--- src/rtl/fetch_pkg.sv ---
`default_nettype none
// ============================================================================
//  Module      : fetch_pkg
//  Description : Shared constants and the fetch-entry record used by the
//                instruction-fetch stage and its skid FIFO.
//  Revision    : 1.0  initial release
// ============================================================================
package fetch_pkg;

    // Default widths of the fetch datapath (byte-address PC, 32-bit instr)
    localparam int FETCH_PC_W  = 9;
    localparam int FETCH_INS_W = 32;

    // PC loaded on reset
    localparam logic [31:0] RESET_PC = 32'h0000_0000;

    // Instruction presented to decode when nothing valid is available
    // (addi x0, x0, 0)
    localparam logic [FETCH_INS_W-1:0] NOP_INSTR = 32'h0000_0013;

    // Sequential PC step in bytes
    localparam int PC_INC = 4;

    // Number of entries held between memory response and decode
    localparam int FIFO_DEPTH = 2;

    // One fetched instruction together with the address it came from
    typedef struct packed {
        logic [FETCH_PC_W-1:0]  pc;
        logic [FETCH_INS_W-1:0] instr;
    } fetch_entry_t;

endpackage : fetch_pkg
`default_nettype wire

--- src/rtl/fetch_skid_fifo.sv ---
`default_nettype none
// ============================================================================
//  Module      : fetch_skid_fifo
//  Description : Two-entry skid FIFO of fetch entries. Head is always at
//                slot 0; push and pop may happen together at any fill level;
//                flush empties the FIFO and wins over push/pop.
//  Revision    : 1.0  initial release
// ============================================================================
module fetch_skid_fifo
    import fetch_pkg::*;
(
    input  logic         clk,
    input  logic         reset,          // synchronous, active-low
    input  logic         i_flush,
    input  logic         i_push,
    input  fetch_entry_t i_push_entry,
    input  logic         i_pop,
    output logic [1:0]   o_count,
    output fetch_entry_t o_head
);

    fetch_entry_t r_mem [FIFO_DEPTH];
    logic [1:0]   r_count;
    logic         w_pop;
    logic         w_empty;

    // A pop on an empty FIFO is meaningless and is ignored
    assign w_empty = (r_count == 2'd0);
    assign w_pop   = i_pop && !w_empty;

    // Occupancy counter; flush clears it regardless of push/pop
    always_ff @(posedge clk) begin
        if (!reset) begin
            r_count <= 2'd0;
        end else if (i_flush) begin
            r_count <= 2'd0;
        end else begin
            case ({i_push, w_pop})
                2'b10:   r_count <= r_count + 2'd1;
                2'b01:   r_count <= r_count - 2'd1;
                default: r_count <= r_count;
            endcase
        end
    end

    // Storage shifts toward slot 0 on pop; the new entry lands right behind
    // whatever survives the pop
    always_ff @(posedge clk) begin
        if (!i_flush) begin
            if (w_pop) begin
                if (i_push && (r_count == 2'd1)) begin
                    r_mem[0] <= i_push_entry;
                end else begin
                    r_mem[0] <= r_mem[1];
                    if (i_push) begin
                        r_mem[1] <= i_push_entry;
                    end
                end
            end else if (i_push) begin
                if (w_empty) begin
                    r_mem[0] <= i_push_entry;
                end else begin
                    r_mem[1] <= i_push_entry;
                end
            end
        end
    end

    // Head of queue, or a harmless NOP at PC 0 when empty
    always_comb begin
        o_head.pc    = '0;
        o_head.instr = NOP_INSTR;
        if (!w_empty) begin
            o_head = r_mem[0];
        end
    end

    assign o_count = r_count;

    // Upstream credit accounting must never push into a full FIFO unless
    // the head is leaving in the same cycle
    a_no_overflow: assert property (@(posedge clk) disable iff (!reset)
        !(i_push && !i_flush && !w_pop && (r_count == 2'd2)));

endmodule : fetch_skid_fifo
`default_nettype wire

--- src/rtl/fetch_pc_unit.sv ---
`default_nettype none
// ============================================================================
//  Module      : fetch_pc_unit
//  Description : Instruction-fetch stage. Owns the architectural PC, drives
//                the synchronous instruction memory, and hands (pc, instr)
//                pairs to decode over valid/ready. One request may be in
//                flight; responses land in a 2-entry skid FIFO so stalls and
//                redirects never lose or duplicate instructions.
//  Revision    : 1.0  initial release
// ============================================================================
module fetch_pc_unit
    import fetch_pkg::*;
#(
    parameter int PC_W  = FETCH_PC_W,
    parameter int INS_W = FETCH_INS_W
) (
    input  logic             clk,
    input  logic             reset,      // synchronous, active-low
    input  logic             stall,
    input  logic             PcSel,
    input  logic [31:0]      BrPC,
    output logic             imem_en,
    output logic [PC_W-1:0]  imem_addr,
    input  logic [INS_W-1:0] imem_rdata,
    output logic             if_valid,
    input  logic             id_ready,
    output logic [PC_W-1:0]  if_pc,
    output logic [INS_W-1:0] if_instr
);

    logic [PC_W-1:0] r_pc;
    logic [PC_W-1:0] r_req_pc;
    logic            r_req_v;

    logic [1:0]      w_count;
    fetch_entry_t    w_head;
    fetch_entry_t    w_push_entry;
    logic            w_pop;
    logic            w_push;
    logic            w_issue;
    logic [2:0]      w_occ;
    logic [2:0]      w_occ_after_pop;
    logic [PC_W-1:0] w_redirect_pc;
    logic [PC_W-1:0] w_pc_inc;
    logic            w_unused_br;

    // Handshake and credit: every issued request must have a guaranteed
    // FIFO slot by the time its data returns, counting the head that
    // decode is accepting this cycle
    assign w_pop           = if_valid & id_ready;
    assign w_occ           = {1'b0, w_count} + {2'b00, r_req_v};
    assign w_occ_after_pop = w_occ - {2'b00, w_pop};
    assign w_issue         = reset & ~PcSel & ~stall & (w_occ_after_pop < 3'd2);

    assign imem_en   = w_issue;
    assign imem_addr = r_pc;

    // Redirect target is word aligned and truncated to the PC width
    assign w_redirect_pc = {BrPC[PC_W-1:2], 2'b00};
    assign w_pc_inc      = PC_W'(PC_INC);
    assign w_unused_br   = ^{BrPC[31:PC_W], BrPC[1:0]};

    // Memory response joins the FIFO tail unless a redirect squashes it
    assign w_push             = r_req_v & ~PcSel;
    assign w_push_entry.pc    = r_req_pc;
    assign w_push_entry.instr = imem_rdata;

    // PC and in-flight request tracking; redirect overrides issue
    always_ff @(posedge clk) begin
        if (!reset) begin
            r_pc     <= RESET_PC[PC_W-1:0];
            r_req_v  <= 1'b0;
            r_req_pc <= '0;
        end else if (PcSel) begin
            r_pc    <= w_redirect_pc;
            r_req_v <= 1'b0;
        end else begin
            r_req_v <= w_issue;
            if (w_issue) begin
                r_req_pc <= r_pc;
                r_pc     <= r_pc + w_pc_inc;
            end
        end
    end

    fetch_skid_fifo u_skid_fifo (
        .clk          (clk),
        .reset        (reset),
        .i_flush      (PcSel),
        .i_push       (w_push),
        .i_push_entry (w_push_entry),
        .i_pop        (w_pop & ~PcSel),
        .o_count      (w_count),
        .o_head       (w_head)
    );

    assign if_valid = (w_count != 2'd0);
    assign if_pc    = w_head.pc;
    assign if_instr = w_head.instr;

endmodule : fetch_pc_unit
`default_nettype wire

--- config.mk ---
export PLATFORM = sky130hd
export DESIGN_NAME = fetch_pc_unit
export DESIGN_NICKNAME = d
export VERILOG_FILES = /design/src/rtl/fetch_pkg.sv /design/src/rtl/fetch_skid_fifo.sv /design/src/rtl/fetch_pc_unit.sv
export SDC_FILE = /design/constraint.sdc
export NUM_CORES = 1
export LEC_CHECK = 0
export CORE_MARGIN = 1.5
export CORE_UTILIZATION = 42
export CTS_CLUSTER_DIAMETER = 60
export DETAILED_ROUTE_END_ITERATION = 12
export GPL_TIMING_DRIVEN = 1
export PLACE_DENSITY = 0.75
export RECOVER_POWER = 50
export SETUP_SLACK_MARGIN = 0.15
export SLEW_MARGIN = 20
export SYNTH_ARGS = -nofsm -noshare
export SYNTH_HDL_FRONTEND = slang
export SYNTH_SLANG_ARGS = --single-unit
--- constraint.sdc ---
create_clock -name clk -period 4.4 [get_ports clk]
set_clock_uncertainty 0.2 [all_clocks]
set_input_delay 0.88 -clock clk [delete_from_list [all_inputs] [get_ports clk]]
set_output_delay 0.88 -clock clk [all_outputs]
set_load 0.03 [all_outputs]
==> impl_metrics.ini <==
[logic_synthesis]
seq_area_frac_synth = 0.664
yosys_register_bits = 95
synth_top_area_share = 0.580
mapped_area_um2 = 4040
synth_warnings = 0
dominantRegCellSynth = edfxtp_1
yosysMostFrequentCell = edfxtp_1
synth_compound_gate_area_share = 0.0536
syn_avg_cell_area_um2 = 14.3
ys_top_cells_by_area = edfxtp_1 (58%), mux2_2 (11%), dfxtp_1 (8.4%)
synth.lib_cells_used.distinct = 35
post_synth_fa_ha_maj_area_fraction = 0.0204
synthArstFlopShare = 0
synth_top_family_by_area = simple AND/OR/NAND/NOR gates
synth_xor_xnor_area_share = 0.00651
synthMuxAreaShare = 0.109
synth-simple-area-share = 0.110
number_of_enable_flip_flop_cells_after_synthesis = 78
post_syn_instances = 282
yosysTopAreaCell = edfxtp_1
netlist_top_cells_count = edfxtp_1 (78), mux2_2 (39), nor2b_1 (36), nand2_1 (32), dfxtp_1 (17)

[power_and_ir_drop]
power_density_cells_nw_per_um2 = 336
power.ir.vdd_worst_uv = 173
total_leakage_power_uw = 0.00182

[clock_network]
sink_count_of_the_clock_tree = 95
cts-buffers-inserted = 9
tritoncts = done
clk_latency_ps = 350
cts_root_buf = clkbuf_8
clock_tree.buffer_depth = 2
cts-hold-fix-buffers = 0
cts_htree_levels = 3
cts.reportedPaths.clkPinSlew_ps = 80

[critical_path]
critPathKind = register to output port
timing.critical_path.fanout_max = 4
crit_path_end_kind = output port
crit_path_start_kind = register
crit_required_ps = 3320
reg2reg_from = u_skid_fifo.o_count[1]
cp-startpoint = u_skid_fifo.o_count[1]
timing.critical_path.arrival_ps = 2760

[sta]
min_period_ps = 3840
tightest_slew_ps = 2220
timing.hold.ws_ps = 263
setup_violations = 0
max_slew_margin = -0.478
post-route-worst-setup-slack_ps = 562
grt_setup_unrepaired = no
max_clock_freq_mhz = 261
final-max-slew-violation-count = 40
final-hold-violation-count = 0
final.period_utilization = 0.872
fin_tns_setup_ps = 0

[drt]
detail_route.drc_violations = 0
vias = 2426
firstDrtPassIters = 4
final_antenna_net_count = 0
routed_via_density = 4.74
drt-wirelength-per-cell_um = 14.8
routed_wl_um = 7580
drt_initial_violations = 66

[global_route]
grt_start_max_net_pins = 43
grt_antenna_before_repair = 0
grt_first_pass_wirelength_um = 12300
grt-ovfl-total = 0
grtUsageTotal = 0.154
grt_pass1_vias = 2482

[placed_design]
dp_slack_ps = 150
io_buffer_count = 91
place.gp.congestion = 0.878
place.detailed.hpwl_um = 5060

[status]
failed_checks = max-capacitance violations, max-slew violations
outcome = complete, but fails checks

[finish]
proportion_of_layout_cells_with_a_drive_suffix_above_1 = 0.183
antennaDiodeCount = 0
finish.utilization = 0.572
nFillCells = 783
area.growth.synth_to_final_pct = 31.4
nNetsFinal = 453

[floorplan]
core_area_um2 = 9280
die_width_um = 101
top_level_ports = 121
die_height_um = 101
num_rows = 35
floorplan.die_area_um2 = 10200
initial_core_util = 0.435

[run]
max-cap-violations = 1

[worst_hold_path]
hp-class = register to register
hold_start = r_req_pc[8]
-- where the power goes --
part / internal, µW / leakage (µW) / switching, µW
Combinational: 78.1 / 0.000874 / 82.6
Sequential: 989 / 0.000834 / 9.69
Clock: 326 / 0.000112 / 298
Total: 1390 / 0.00182 / 390
-- layer usage --
layer,up-vias,wire length (µm),global-route usage
met1,1159,3590,0.204
met2,74,3590,0.257
met4,0,64,0.0534
li1,1187,-,-
met5,-,0,0
met3,6,332,0.0284
-- cell families after synthesis --
group	Yosys count
muxes	39
and+or+nand+nor	82
buffers and inverters	26
adders and majority gates	6
AOI/OAI and AO/OA	30
DFF	95
other	1
xor gates and xnor gates	3
-- stage by stage --
stage	power, µW	std cells	instance area (µm²)
6_report	1780	512	5310
3_3_place_gp	1180	495	5090
2_1_floorplan	1110	285	4060
4_1_cts	1810	512	5320
5_1_grt	1850	512	5310
3_5_place_dp	1190	495	5090
-- worst max-delay path: stages (launching register included) --
cell and delay [ps]:
dfxtp_1 400, inv_1 100, ha_1 190, nand2b_1 160
inv_1 70, ha_1 210, nand2b_1 150, fa_1 530
nand4bb_4 130, or2_1 270, inv_2 60, buf_4 150
-- cell type report --
cell class	instances	area (µm²)	share of cell area
Clock buffer	10	128	0.0240
Tap cell	129	161	0.0304
Clock inverter	6	91.3	0.0172
Sequential cell	95	2680	0.505
Timing Repair Buffer	100	968	0.182
Multi-Input combinational cell	164	1250	0.235
Inverter	8	30.0	0.00566
-- path summary, 6_finish.rpt --
kind | slack [ps] | cells past startpoint | to
setup / recovery | 560 | 11 | imem_en
hold / removal | 260 | 0 | u_skid_fifo.r_mem[0][81]
hold reg to reg | 260 | 0 | u_skid_fifo.r_mem[0][81]
setup reg to reg | 820 | 6 | u_skid_fifo.r_mem[0][18]
-- registers in the layout (all words and copies together), names as in the netlist --
signal and cells:
u_skid_fifo.o_count 2, r_req_pc 7, r_req_v 1, imem_addr 7, u_skid_fifo.r_mem 78
-- timing repair --
action / CTS / global route
buffers inserted: 1 / 0
endpoints found under the hold margin: 0 / 0
endpoints found under the setup margin: 1 / 1
gates resized for setup: 0 / 1
-- cells in the final DEF (no fill, tap or decap), types with 2 or more instances in the layout --
cell type        netlist  routed
clkbuf_8               0       9
o21a_1                 2       2
a21boi_0               2       2
o21ai_0                3       3
o2bb2ai_1              2       2
dfxtp_1               17      17
nand3_1                2       2
bufinv_16              0       2
nor2b_1               36      36
o41ai_1                2       2
edfxtp_1              78      78
nand2_1               32      32
conb_1                 1       4
o31ai_1                2       2
clkbuf_1               5       3
buf_4                  5       7
xor2_1                 3       3
nand2b_1               2       2
a21boi_1               7       7
or2_2                  4       4
nor2_1                 3       3
inv_1                  7       7
mux2_2                39      39
a21oi_1                4       3
dlygate4sd3_1          0      40
clkdlybuf4s50_1        0      49
inv_6                  0       3
ha_1                   5       5
(Power assumes the default switching activity.)
